$ cat src/rtl/aer_pkg.sv
// rtl/aer_pkg.sv - shared types and helpers for the AER row arbiter
package aer_pkg;

    typedef enum logic [1:0] {
        IDLE     = 2'd0,
        GRANT    = 2'd1,
        WAIT_ACK = 2'd2,
        WAIT_REL = 2'd3
    } aer_state_e;

    // Address width that stays at least one bit for tiny arrays
    function automatic int aw_calc(input int n);
        return (n <= 2) ? 1 : $clog2(n);
    endfunction

endpackage

$ cat src/rtl/aer_rr_picker.sv
// rtl/aer_rr_picker.sv - combinational round-robin / fixed-priority winner select
module aer_rr_picker
    import aer_pkg::*;
#(
    parameter int N = 12,
    parameter int W = aw_calc(N)
) (
    input  logic [N-1:0] req,
    input  logic [W-1:0] ptr,
    input  logic         greedy,
    output logic [N-1:0] grant,
    output logic [W-1:0] idx,
    output logic         valid
);

    int j;

    always_comb begin
        idx   = '0;
        j     = 0;
        valid = |req;
        if (greedy) begin
            for (int i = N - 1; i >= 0; i--) begin
                if (req[i]) idx = W'(i);
            end
        end else begin
            // Scan from farthest to nearest so the first row above ptr lands last
            for (int k = N; k >= 1; k--) begin
                j = (int'(ptr) + k) % N;
                if (req[j]) idx = W'(j);
            end
        end
        grant = valid ? (N'(1) << idx) : '0;
    end

endmodule

$ cat src/rtl/aer_sync_cell.sv
// rtl/aer_sync_cell.sv - multi-flop synchroniser for a single asynchronous bit
module aer_sync_cell #(
    parameter int   STAGES  = 2,
    parameter logic RST_VAL = 1'b0
) (
    input  logic clk,
    input  logic rst,
    input  logic d,
    output logic q
);

    logic [STAGES-1:0] ff;

    always_ff @(posedge clk) begin
        if (rst) begin
            ff <= {STAGES{RST_VAL}};
        end else begin
            ff <= {ff[STAGES-2:0], d};
        end
    end

    assign q = ff[STAGES-1];

endmodule

$ cat src/rtl/aer_row_arb_sync.sv
// rtl/aer_row_arb_sync.sv - clocked AER row arbiter with 4-phase REQ/ACK handshake
module aer_row_arb_sync
    import aer_pkg::*;
#(
    parameter int NROWS       = 12,
    parameter int AW          = aw_calc(NROWS),
    parameter int SYNC_STAGES = 2,
    parameter int TIMEOUT     = 255,
    parameter int CNT_W       = 16
) (
    input  logic             CLK,
    input  logic             RST,
    input  logic [NROWS-1:0] N_P,
    input  logic             ACK,
    input  logic             GREEDY,
    input  logic             AER_DIS,
    input  logic [NROWS-1:0] ROW_MASK,
    input  logic [NROWS-2:0] S_EXT,
    output logic             REQ,
    output logic [AW-1:0]    ADDRY,
    output logic [NROWS-1:0] S,
    output logic             BUSY,
    output logic             TO_ERR,
    output logic [CNT_W-1:0] EVT_CNT
);

    localparam int TW = (TIMEOUT < 2) ? 1 : $clog2(TIMEOUT + 1);
    localparam logic [TW-1:0] TO_LAST = (TIMEOUT == 0) ? '0 : TW'(TIMEOUT - 1);

    logic [NROWS-1:0] np_s;
    logic             ack_s;
    logic [NROWS-1:0] req_vec;
    logic [NROWS-1:0] pick_grant;
    logic [AW-1:0]    pick_idx;
    logic             pick_valid;
    logic             timeout_hit;

    aer_state_e       state_q, state_n;
    logic             req_q, req_n;
    logic [NROWS-1:0] sel_q, sel_n;
    logic [AW-1:0]    addry_q, addry_n;
    logic [AW-1:0]    ptr_q, ptr_n;
    logic [TW-1:0]    timer_q, timer_n;
    logic             to_err_q, to_err_n;
    logic [CNT_W-1:0] cnt_q, cnt_n;

    for (genvar g = 0; g < NROWS; g++) begin : g_np_sync
        aer_sync_cell #(.STAGES(SYNC_STAGES), .RST_VAL(1'b1)) u_np_sync (
            .clk (CLK),
            .rst (RST),
            .d   (N_P[g]),
            .q   (np_s[g])
        );
    end

    aer_sync_cell #(.STAGES(SYNC_STAGES), .RST_VAL(1'b0)) u_ack_sync (
        .clk (CLK),
        .rst (RST),
        .d   (ACK),
        .q   (ack_s)
    );

    assign req_vec = ~np_s & ~ROW_MASK;

    aer_rr_picker #(.N(NROWS), .W(AW)) u_picker (
        .req    (req_vec),
        .ptr    (ptr_q),
        .greedy (GREEDY),
        .grant  (pick_grant),
        .idx    (pick_idx),
        .valid  (pick_valid)
    );

    // Timer counts cycles spent in WAIT_ACK plus WAIT_REL combined
    assign timeout_hit = (TIMEOUT != 0) && (timer_q == TO_LAST);

    always_ff @(posedge CLK) begin
        if (RST) begin
            state_q  <= IDLE;
            req_q    <= 1'b0;
            sel_q    <= '0;
            addry_q  <= '0;
            ptr_q    <= AW'(NROWS - 1);
            timer_q  <= '0;
            to_err_q <= 1'b0;
            cnt_q    <= '0;
        end else begin
            state_q  <= state_n;
            req_q    <= req_n;
            sel_q    <= sel_n;
            addry_q  <= addry_n;
            ptr_q    <= ptr_n;
            timer_q  <= timer_n;
            to_err_q <= to_err_n;
            cnt_q    <= cnt_n;
        end
    end

    always_comb begin
        state_n  = state_q;
        req_n    = req_q;
        sel_n    = sel_q;
        addry_n  = addry_q;
        ptr_n    = ptr_q;
        timer_n  = timer_q;
        to_err_n = 1'b0;
        cnt_n    = cnt_q;
        unique case (state_q)
            IDLE: begin
                if (!AER_DIS && pick_valid) begin
                    sel_n   = pick_grant;
                    addry_n = pick_idx;
                    if (!GREEDY) ptr_n = pick_idx;
                    state_n = GRANT;
                end
            end
            GRANT: begin
                req_n   = 1'b1;
                timer_n = '0;
                state_n = WAIT_ACK;
            end
            WAIT_ACK: begin
                // ACK is checked first so it beats a same-cycle timeout
                if (ack_s) begin
                    req_n   = 1'b0;
                    sel_n   = '0;
                    cnt_n   = cnt_q + 1'b1;
                    state_n = WAIT_REL;
                end else if (timeout_hit) begin
                    req_n    = 1'b0;
                    sel_n    = '0;
                    to_err_n = 1'b1;
                    state_n  = IDLE;
                end else begin
                    timer_n = timer_q + 1'b1;
                end
            end
            WAIT_REL: begin
                if (!ack_s) begin
                    state_n = IDLE;
                end else if (timeout_hit) begin
                    to_err_n = 1'b1;
                    state_n  = IDLE;
                end else begin
                    timer_n = timer_q + 1'b1;
                end
            end
            default: state_n = IDLE;
        endcase
    end

    assign REQ     = req_q;
    assign ADDRY   = addry_q;
    assign S       = sel_q | {1'b0, S_EXT};
    assign BUSY    = (state_q != IDLE);
    assign TO_ERR  = to_err_q;
    assign EVT_CNT = cnt_q;

endmodule
$ cat config.mk
export PLATFORM = sky130hd
export DESIGN_NAME = aer_row_arb_sync
export DESIGN_NICKNAME = d
export VERILOG_FILES = /design/src/rtl/aer_pkg.sv /design/src/rtl/aer_rr_picker.sv /design/src/rtl/aer_sync_cell.sv /design/src/rtl/aer_row_arb_sync.sv
export SDC_FILE = /design/constraint.sdc
export NUM_CORES = 1
export LEC_CHECK = 0
export BUFFER_PORTS_ARGS = -buffer_cell sky130_fd_sc_hd__buf_2
export CAP_MARGIN = 20
export CORE_MARGIN = 2
export CORE_UTILIZATION = 50
export CTS_CLUSTER_SIZE = 20
export DETAILED_ROUTE_END_ITERATION = 6
export PLACE_DENSITY = 0.7
export SKIP_CTS_REPAIR_TIMING = 1
export SLEW_MARGIN = 10
export SYNTH_ARGS = -nofsm -noshare
export SYNTH_HDL_FRONTEND = slang
export SYNTH_SLANG_ARGS = --single-unit
export TNS_END_PERCENT = 1
$ cat constraint.sdc
create_clock -name CLK -period 6.25 [get_ports CLK]
set_clock_uncertainty 0.15 [all_clocks]
set_input_delay 0.625 -clock CLK [delete_from_list [all_inputs] [get_ports CLK]]
set_output_delay 0.625 -clock CLK [all_outputs]
set_load 0.02 [all_outputs]
==> results of run 1 <==
routing by layer:
metal | global-route usage | wire, µm
met1 | 0.3326 | 7079
met2 | 0.4239 | 7798
met3 | 0.05851 | 991
met4 | 0.1076 | 467
met5 | 0 | 0
flip-flops by register name, indices dropped and copies added (netlist names):
register / count
TO_ERR: 1
ADDRY: 4
REQ: 1
sel_q: 12
ptr_q: 4
u_ack_sync.ff: 2
EVT_CNT: 16
state_q: 2
timer_q: 8
g_np_sync.u_np_sync.ff: 24
worst max-delay path by stage:
stage	to	cells past startpoint	slack [ps]	start
floorplan	sel_q[4]	21	1210	ptr_q[2]
global placement	sel_q[9]	20	1060	ptr_q[2]
detailed placement	sel_q[7]	19	920	ptr_q[2]
CTS	sel_q[7]	19	880	ptr_q[2]
global route	sel_q[8]	20	460	ptr_q[2]
finish	sel_q[7]	19	820	ptr_q[2]
where the power goes:
part           internal (µW)  total (µW)  switching (µW)
Clock                    269         471             202
Sequential               503         525            22.5
Combinational            422        1070             646
Total                   1190        2060             870
cell families (layout without fill, tap and decap cells):
logic type,count (synthesis),in the layout,share of synthesized area
buffers and inverters,60,130,0.04699
AOI/OAI and AO/OA,173,173,0.2271
and+or+nand+nor,294,294,0.2568
adders and majority gates,43,43,0.08749
xor gates and xnor gates,35,35,0.05351
DFF,74,74,0.2409
muxes,37,37,0.08728
per-stage QoR:
stage / util / total power, µW
3_3_place_gp: 0.5497 / 1550
3_5_place_dp: 0.5497 / 1582
5_1_grt: 0.5723 / 2203
6_report: 0.5723 / 2064
4_1_cts: 0.5723 / 2060
2_1_floorplan: - / 1352
worst max-delay path, stage by stage (launching register included):
cell	delay, ps
dfxtp_1	580
ha_1	280
xor2_1	300
inv_1	170
ha_1	320
a311oi_1	280
a211oi_1	80
a21oi_1	140
ha_1	240
and4bb_1	290
a21o_1	240
a221oi_4	350
mux2_2	230
o21ai_2	120
a211o_1	270
a311oi_1	320
nor3_1	90
o31a_1	380
and2_4	210
a32o_1	250
cells in the final DEF, fill, tap and decap left out, drive strengths merged, types with 9 or more instances in the layout:
cell | synthesis | final
nand3 | 15 | 15
a211o | 11 | 11
nor2b | 16 | 16
mux4 | 12 | 12
xor2 | 19 | 19
mux2i | 18 | 18
nand4 | 9 | 9
a211oi | 10 | 10
ha | 43 | 43
a32o | 13 | 13
or2 | 49 | 49
xnor2 | 16 | 16
a21oi | 30 | 30
nor3 | 22 | 22
buf | 15 | 84
o211ai | 10 | 10
a21o | 9 | 9
clkbuf | 15 | 10
o21ai | 31 | 31
dfxtp | 74 | 74
inv | 29 | 30
nand2 | 45 | 45
nor2 | 76 | 76
and2 | 10 | 10
layout make-up:
| class | count | area, µm² | area share |
|---|---|---|---|
| clock buffers | 10 | 229.0 | 0.03331 |
| clock inverters | 6 | 42.54 | 0.006189 |
| inverters | 30 | 112.6 | 0.01638 |
| multi-input cells | 582 | 4379 | 0.6371 |
| flip-flops and latches | 74 | 1481 | 0.2155 |
| well taps | 147 | 183.9 | 0.02676 |
| repair buffers | 84 | 445.4 | 0.06480 |
==> results.cfg, run 1 <==
[layout]
design_area_um2 = 6874
drive_gt1_frac = 0.2583
syn_to_final_growth_pct = 11.78
antennaDiodeCount = 0
fin_cells = 933
nFillCells = 1096
fin_nets = 864

[cts]
cts_max_path_buffers = 2
cts_made_buffers = 9
cts_sinks = 74
clk_latency_ps = 330
cts.clk_slew.worst_paths_ps = 60
h-tree-depth = 3
cts_tree = done
root_buffer = clkbuf_16

[critical_path]
path_max_fanout = 10
reg2reg_from = ptr_q[2]
rr_worst_depth = 19
endpoint_kind = flop
cp.arrival_ps = 5510
r2r_slack_ps = 820
r2r_end = sel_q[7]
worst-setup-path-type = reg2reg
crit_path_start_kind = flop
required_ps = 6330

[place]
portBuffers = 74
pre_cts_ws_ps = 918.9
dp_hpwl_mm = 12.67
place_area_um2 = 6603
gp_congestion = 0.9828
dp_cells = 917

[timing]
tns_ps = 0
setup_viol = 0
setup_ws_ps = 818.9
final_max_slew_viol_count = 0
hold_slack_ps = 254.1
period_needed_ps = 5431
hold_viol = 0
maxSlewHeadroom = 0.3762
post-route-period-util = 0.8690
rsz0062_at_grt = no
worst_pin_slew_ps = 935.8
fmax_mhz = 184.1

[synthesis]
syn_area_per_cell_um2 = 8.589
ys_ff_latch = 74
synth-edff-count = 0
synthTopCellsByArea = dfxtp_1 24%, ha_1 8.7%, or2_2 4.8%
synthCells = 716
yosysTopAreaCell = dfxtp_1
yosysWarnings = 0
async_reset_ff_frac = 0
synth-main-ff-cell = dfxtp_1
synth_fp_nets = 799
synthTopCellsByCount = 76 x nor2_1, 74 x dfxtp_1, 47 x or2_2
yosys.cell_count.top_type = nor2_1
ys_types = 94
syn_area_um2 = 6150
synth.top_cell.area_share = 0.2409
yosysSeqAreaShare = 0.2409

[pwr]
vdd_drop_max_mv = 0.2189
power_density_nw_per_um2 = 300.2
p_leak_uw = 0.002902

[worst_hold_path]
hold_depth = 1
hp-start = g_np_sync[0].u_np_sync.ff[0]
hold_class = reg2reg
whs_endpoint = g_np_sync[0].u_np_sync.ff[1]

[global_route]
grt_usage = 0.2598
grt_pass1_vias = 5603
grt_max_degree = 60
antenna_found_initial = 0
overflow = 0
grt_pass1_wl_mm = 27.20

[floorplan]
rows = 40
die_y_um = 114.9
initial_core_util = 0.5120
ios = 75
dieArea_um2 = 13200
die_x_um = 114.9
core_um2 = 12010

[routing]
vias = 5642
final_antenna_net_count = 0
routed_wl_mm = 16.34
drc = 0
drtPass1Iterations = 6
vias_per_cell = 6.047
drt_iter0_markers = 435
routedWlPerCell_um = 17.51

[run]
cap_viol_max_count = 0

[status]
status = completed
Power figures use the tool's default switching activity.
==> run 2, diff against run 1 <==
- REMOVE_ABC_BUFFERS: not set -> 1
==> run 2 against run 1 <==
Net effect: clock power increased by 21%; sequential power decreased by 0.8%; highest routed layer unchanged; power increased by 4.6%; die area unchanged; critical path type unchanged; cell area increased by 0.93%; critical path depth increased by 1.
==> results.cfg, run 2 (synthesis gave the netlist of run 1 again) <==
[cts]
root_buffer = clkbuf_16
cts_tree = done
cts_max_path_buffers = 2
cts.clk_slew.worst_paths_ps = 60
clk_latency_ps = 330
cts_sinks = 74
cts_made_buffers = 9
h-tree-depth = 3

[routing]
vias_per_cell = 6.095
drc = 0
final_antenna_net_count = 0
vias = 5687
drtPass1Iterations = 5
routed_wl_mm = 16.06
drt_iter0_markers = 419
routedWlPerCell_um = 17.21

[pwr]
power_density_nw_per_um2 = 311.0
p_switching_uw = 842.7
total_power_uw = 2158
vdd_drop_max_mv = 0.2441
seqPwrFrac = 0.242
p_int_uw = 1315
p_leak_uw = 0.002932
p_sw_frac = 0.3905
clock_power_share = 0.265
combinationalPowerShare = 0.493

[timing]
maxSlewHeadroom = 0.3948
post-route-period-util = 0.8661
tns_ps = 0
rsz0062_at_grt = no
worst_pin_slew_ps = 907.8
hold_viol = 0
setup_ws_ps = 836.7
final_max_slew_viol_count = 0
fmax_mhz = 184.7
setup_viol = 0
period_needed_ps = 5413

[critical_path]
endpoint_kind = flop
cpMostUsedCell = ha_1
required_ps = 6320
cp_top_family = compound AO/OA/AOI/OAI gates
cp_cell_sequence = clkinv_1 > ha_1 > a21oi_2 > xnor2_2 > inv_1 > ha_1 > o21bai_1 > o21ai_0 > ha_1 > or3b_2 > o31a_1 > nand2_1 > o211ai_1 > and3_1 > or2_1 > or2_1 > o311ai_2 > o21ai_2 > o22a_2 > a32o_1
path_max_fanout = 9
worst-setup-path-type = reg2reg
slowest_delay_ps = 460
slowest_stage = or3b_2
cp.arrival_ps = 5490
crit_path_start_kind = flop
path_buf_inv = 2

[layout]
syn_to_final_growth_pct = 12.82
nFillCells = 1094
drive_gt1_frac = 0.2570
antennaDiodeCount = 0
layout_common_cells = 76 x nor2_1, 74 x dfxtp_1, 74 x buf_2, 47 x or2_2, 45 x nand2_1
largest_reg_flops = 24
layout_commonest_cell = nor2_1
fin_nets = 864
regMostFlops = g_np_sync.u_np_sync.ff

[global_route]
grt_pass1_wl_mm = 26.52
grt_pass1_vias = 5510
overflow = 0
antenna_found_initial = 0
grt_max_degree = 60
grt_usage = 0.2489

[place]
dp_hpwl_mm = 12.27
gp_congestion = 0.9392
pre_cts_ws_ps = 960.2
portBuffers = 74

[floorplan]
rows = 40
core_um2 = 12010
dieArea_um2 = 13200
die_y_um = 114.9
ios = 75
die_x_um = 114.9
initial_core_util = 0.5120

[run]
cap_viol_max_count = 0

[status]
status = completed

[worst_hold_path]
hold_class = reg2reg
-- run 2: cell count changes in the layout (fill, tap and decap cells not counted), sizes merged --
cell	change
bufinv	+3
clkinv	-2
clkinvlp	-1
clkbuf	+1
inv	-1
-- run 2: power groups by stage --
stage / registers [µW] / clock network [µW] / logic, µW
floorplan: 554 / 0 / 770
global placement: 530 / 0 / 1010
detailed placement: 532 / 0 / 1040
CTS: 521 / 583 / 1050
global route: 526 / 602 / 1170
finish: 521 / 572 / 1060
-- run 2: cell type report --
class	instances	area, µm²	area share
multi-input combinational	582	4379	0.6312
clock buffer	11	232.7	0.03354
sequential	74	1481	0.2135
clock inverter	5	102.6	0.01479
inverter	30	112.6	0.01623
timing repair buffer	84	445.4	0.06420
tap	147	183.9	0.02651
-- run 2: path summary, 6_finish.rpt --
check	from	to	slack [ps]	cells after the start
max reg2reg	ptr_q[2]	sel_q[9]	840	20
max	ptr_q[2]	sel_q[9]	840	20
min	g_np_sync[11].u_np_sync.ff[0]	g_np_sync[11].u_np_sync.ff[1]	250	1
min reg2reg	g_np_sync[11].u_np_sync.ff[0]	g_np_sync[11].u_np_sync.ff[1]	250	1
-- run 2: per-layer routing --
metal / routed length, µm / global-route usage / vias up
li1: - / - / 2742
met1: 6803 / 0.3025 / 2725
met2: 7996 / 0.4475 / 179
met3: 919 / 0.04586 / 41
met4: 340 / 0.07390 / 0
met5: 0 / 0 / -
-- run 2: metrics by stage --
| stage | util | hold slack, ps | area (µm²) | cells |
|---|---|---|---|---|
| after floorplan | - | 239.5 | 5973 | 686 |
| after global placement | 0.5497 | 240.6 | 6603 | 917 |
| after detailed placement | 0.5497 | 244.1 | 6603 | 917 |
| after CTS | 0.5776 | 255.9 | 6938 | 933 |
| after global routing | 0.5776 | 272.0 | 6938 | 933 |
| final | 0.5776 | 253.1 | 6938 | 933 |
